### src/rtl/four_bit_cla_high_prompt.sv
// Registered 4-bit carry-lookahead adder with group propagate/generate outputs for cascading.
// Define CLA_OVERFLOW_EN to add the registered signed-overflow output ovf.
module four_bit_cla_high_prompt (
  input  logic       clk,
  input  logic       rst,
  input  logic       in_valid,
  input  logic [3:0] a,
  input  logic [3:0] b,
  input  logic       cin,
  output logic [3:0] sum,
  output logic       cout,
  output logic       grp_p,
  output logic       grp_g,
`ifdef CLA_OVERFLOW_EN
  output logic       ovf,
`endif
  output logic       out_valid
);

  logic [3:0] p, g;
  logic [4:0] c;
  logic [3:0] sum_d, sum_q;
  logic       grp_p_d, grp_p_q;
  logic       grp_g_d, grp_g_q;
  logic       cout_q;
  logic       valid_q;

  // Every carry is a flat sum-of-products of p/g/cin so no carry waits on its neighbour.
  always_comb begin
    p       = a ^ b;
    g       = a & b;
    c[0]    = cin;
    c[1]    = g[0] | (p[0] & cin);
    c[2]    = g[1] | (p[1] & g[0]) | (p[1] & p[0] & cin);
    c[3]    = g[2] | (p[2] & g[1]) | (p[2] & p[1] & g[0]) | (p[2] & p[1] & p[0] & cin);
    c[4]    = g[3] | (p[3] & g[2]) | (p[3] & p[2] & g[1]) | (p[3] & p[2] & p[1] & g[0]) |
              (p[3] & p[2] & p[1] & p[0] & cin);
    sum_d   = p ^ c[3:0];
    grp_p_d = &p;
    grp_g_d = g[3] | (p[3] & g[2]) | (p[3] & p[2] & g[1]) | (p[3] & p[2] & p[1] & g[0]);
  end

  always_ff @(posedge clk) begin
    if (rst) begin
      sum_q   <= 4'h0;
      cout_q  <= 1'b0;
      grp_p_q <= 1'b0;
      grp_g_q <= 1'b0;
      valid_q <= 1'b0;
    end else begin
      valid_q <= in_valid;
      if (in_valid) begin
        sum_q   <= sum_d;
        cout_q  <= c[4];
        grp_p_q <= grp_p_d;
        grp_g_q <= grp_g_d;
      end
    end
  end

`ifdef CLA_OVERFLOW_EN
  logic ovf_q;

  // Signed overflow: carry into the sign bit differs from the carry out of it.
  always_ff @(posedge clk) begin
    if (rst) begin
      ovf_q <= 1'b0;
    end else if (in_valid) begin
      ovf_q <= c[4] ^ c[3];
    end
  end

  assign ovf = ovf_q;
`endif

  assign sum       = sum_q;
  assign cout      = cout_q;
  assign grp_p     = grp_p_q;
  assign grp_g     = grp_g_q;
  assign out_valid = valid_q;

endmodule

### config.mk
export PLATFORM = sky130hd
export DESIGN_NAME = four_bit_cla_high_prompt
export DESIGN_NICKNAME = d
export VERILOG_FILES = /design/src/rtl/four_bit_cla_high_prompt.sv
export SDC_FILE = /design/constraint.sdc
export NUM_CORES = 1
export LEC_CHECK = 0
export ABC_AREA = 0
export CORE_MARGIN = 2
export CORE_UTILIZATION = 30
export CTS_CLUSTER_SIZE = 20
export DETAILED_ROUTE_END_ITERATION = 7
export PLACE_DENSITY = 0.72
export SYNTH_ARGS = -nofsm -noshare
export SYNTH_HDL_FRONTEND = slang
export SYNTH_SLANG_ARGS = --single-unit
### constraint.sdc
create_clock -name clk -period 1.3 [get_ports clk]
set_clock_uncertainty 0.2 [all_clocks]
set_input_delay 0.195 -clock clk [delete_from_list [all_inputs] [get_ports clk]]
set_output_delay 0.195 -clock clk [all_outputs]
set_load 0.01 [all_outputs]
==> results.toml <==
[status]
status = "complete, no violations"

[drt]
drtAntennaViolNets = 0
drtIter0Drc = 11
wl_per_cell_um = 12.28
drc = 0
dr.pass1.iters = 4
wl_um = 1240
vias = 526
viasPerCell = 5.208

[yosys]
synth-adder-area-share_pct = 16.34
synth-edff-count = 0
synth_top_family_by_area = "compound AO/OA/AOI/OAI gates"
synthMostInstantiatedCell = "dfxtp_1"
yosysWarnings = 0
ys_seq_area_share_pct = 31.68
avgSynthCellArea_um2 = 9.361
synthSimpleGateAreaFrac_pct = 19.06
synth-compound-area-share_pct = 19.80
synth_xor_area_share_pct = 1.733
syn_nets = 72
muxShareOfSynthArea_pct = 5.941
synthArstFlopShare_pct = 0
ys_ff_latch = 8
synth.largest_area_cell = "dfxtp_1"
synthDistinctLibCells = 31
synthTopCellsByCount = "dfxtp_1 (8), ha_1 (5), nor2_1 (5)"
synth_area_leaders = "dfxtp_1 (32%), ha_1 (12%), mux2i_1 (5.9%)"
yosysTopAreaCellShare_pct = 31.68
synth_ff_type = "dfxtp_1"
synth_area_um2 = 505.5
synthCells = 54

[timing]
fin_crit_ns = 1.270
slew_headroom_pct = 89.31
clock.fmax_ghz = 0.7874
slew_violations = 0
worst_pin_slew_ns = 0.1559
whs_ns = 0.2560
hold_viol_final = 0
setup_viol = 0
fin_crit_sh_pct = 97.69

[worst_setup_path]
required_ns = 0.90
crit_start = "sum[1]"
cp_data_arrival_time_ns = 0.88
critPathTopFamily = "flip-flops"
critPathLaunchType = "register"
cp_cell_sequence = "dlygate4sd2_1"
slowest_delay_ns = 0.35
end_kind = "output port"
r2r_start = "sum[3]"
path_buf_inv = 1
cp_max_fo = 2
cpMaxStageDelayCell = "dfxtp_1"
worstSetupPathType = "reg2out"

[cts]
clk_latency_ns = 0.25
cts_tree = "yes"
cts_buffers = 3
cts_hold_buf = 0
cts_max_level = 1
clk_pin_slew_worst_paths_ns = 0.05
cts.sinks = 8
cts_buffer_depth = 2
cts_root_buf = "clkbuf_4"

[power]
power.density_nw_per_um2 = 829.1
peakVddDrop_uv = 388.6
p_leak_uw = 0.0003967

[final_layout]
nets = 105
utilization_pct = 55.36
diodes = 0
seqCellArea_um2 = 160.2
drive_above_1_share_pct = 34.12
nFillCells = 154
multi_input_area_um2 = 390.4
final_cells = 101
area_delta_synth_final_pct = 68.81

[floorplanning]
core-area_um2 = 1541
fp.dieH_um = 45.05
io_pins = 20
die-area_um2 = 2030
row_count = 14
chipWidth_um = 45.05
initial_core_util_pct = 32.79

[global_routing]
grt_max_degree = 11
grt_pass1_vias = 476
antenna_found_initial = 0
overflow = 0
grt_pass1_wl_um = 1918
grt.total_usage_pct = 13.22

[placement]
place_congestion = 0.7300
dp.cells = 97
numPortBuffers = 19
hpwl_um = 891.8

[worst_hold_path]
hold_class = "in2reg"
hp-start = "b[0]"

[flow_run]
drv_cap = 0
-- metrics by stage --
step / setup slack (ns) / cell area (um^2) / total power [uW] / TNS [ns]
after global placement: -0.5990 / 819.5 / 518.9 / -3.439
after global routing: -0.02526 / 853.3 / 747.3 / -0.02526
after floorplan: -0.02095 / 543.0 / 392.0 / -0.02095
after detailed placement: -0.6148 / 819.5 / 523.4 / -3.587
final: 0.02998 / 853.3 / 707.5 / 0
after CTS: 0.02465 / 847.1 / 705.3 / 0
-- final timing paths --
| check | end | slack, ns | depth (start not counted) |
|---|---|---|---|
| setup reg to reg | sum[3] | 0.17 | 3 |
| hold / removal | sum[0] | 0.26 | 4 |
| setup / recovery | sum[1] | 0.03 | 1 |
| hold reg to reg | sum[0] | 0.27 | 2 |
-- placed cells by master, fill, tap and decap left out, types with 2 or more instances in the layout --
master	Yosys	layout
clkdlybuf4s15_1	0	2
clkbuf_4	0	3
dfxtp_1	8	8
a21o_1	2	2
buf_4	0	10
nand2_1	2	2
mux2i_1	3	3
nor2_1	5	5
inv_1	4	4
clkbuf_2	0	2
ha_4	0	4
buf_2	1	2
dlygate4sd2_1	0	12
-- where the power goes --
part	leakage [uW]	switching [uW]	internal [uW]
combinational	0.000317	109	135
clock	0.0000138	83.4	106
sequential	0.0000660	9.04	266
total	0.000397	201	506
-- per-layer routing --
layer / wire (um) / vias up / GRT usage, %
li1: - / 264 / -
met1: 551 / 243 / 15.56
met2: 597 / 15 / 21.71
met3: 59 / 4 / 2.400
met4: 31 / 0 / 8.824
met5: 0 / - / 0
-- worst min-delay path, delay by kind of cell --
kind	cells	cell delay [ns]
AO/OA/AOI/OAI	1	0.06
adder cells (fa/ha/maj)	1	0.20
buffers and inverters	2	0.21
-- sequential cells by signal (all words and copies together), names as in the netlist --
register	flops
grp_p	1
sum	4
out_valid	1
cout	1
grp_g	1
-- layout make-up --
| cell class | count | area share [%] |
|---|---|---|
| Inverter | 5 | 2.199 |
| Multi-Input combinational cell | 39 | 45.75 |
| Tap cell | 16 | 2.346 |
| Timing Repair Buffer | 30 | 28.30 |
| Clock buffer | 3 | 2.639 |
| Sequential cell | 8 | 18.77 |
-- cells by family after synthesis --
logic type	Yosys count
DFF	8
xor gates and xnor gates	1
buffers and inverters	7
AOI/OAI and AO/OA	13
adders and majority gates	6
muxes	3
and+or+nand+nor	16
-- what timing repair did --
action,CTS,global route
resized for setup,31,5
buffers inserted,1,0
setup endpoints to repair,15,3
pin swaps,5,2
No activity file was read; power rests on OpenSTA's default activity.
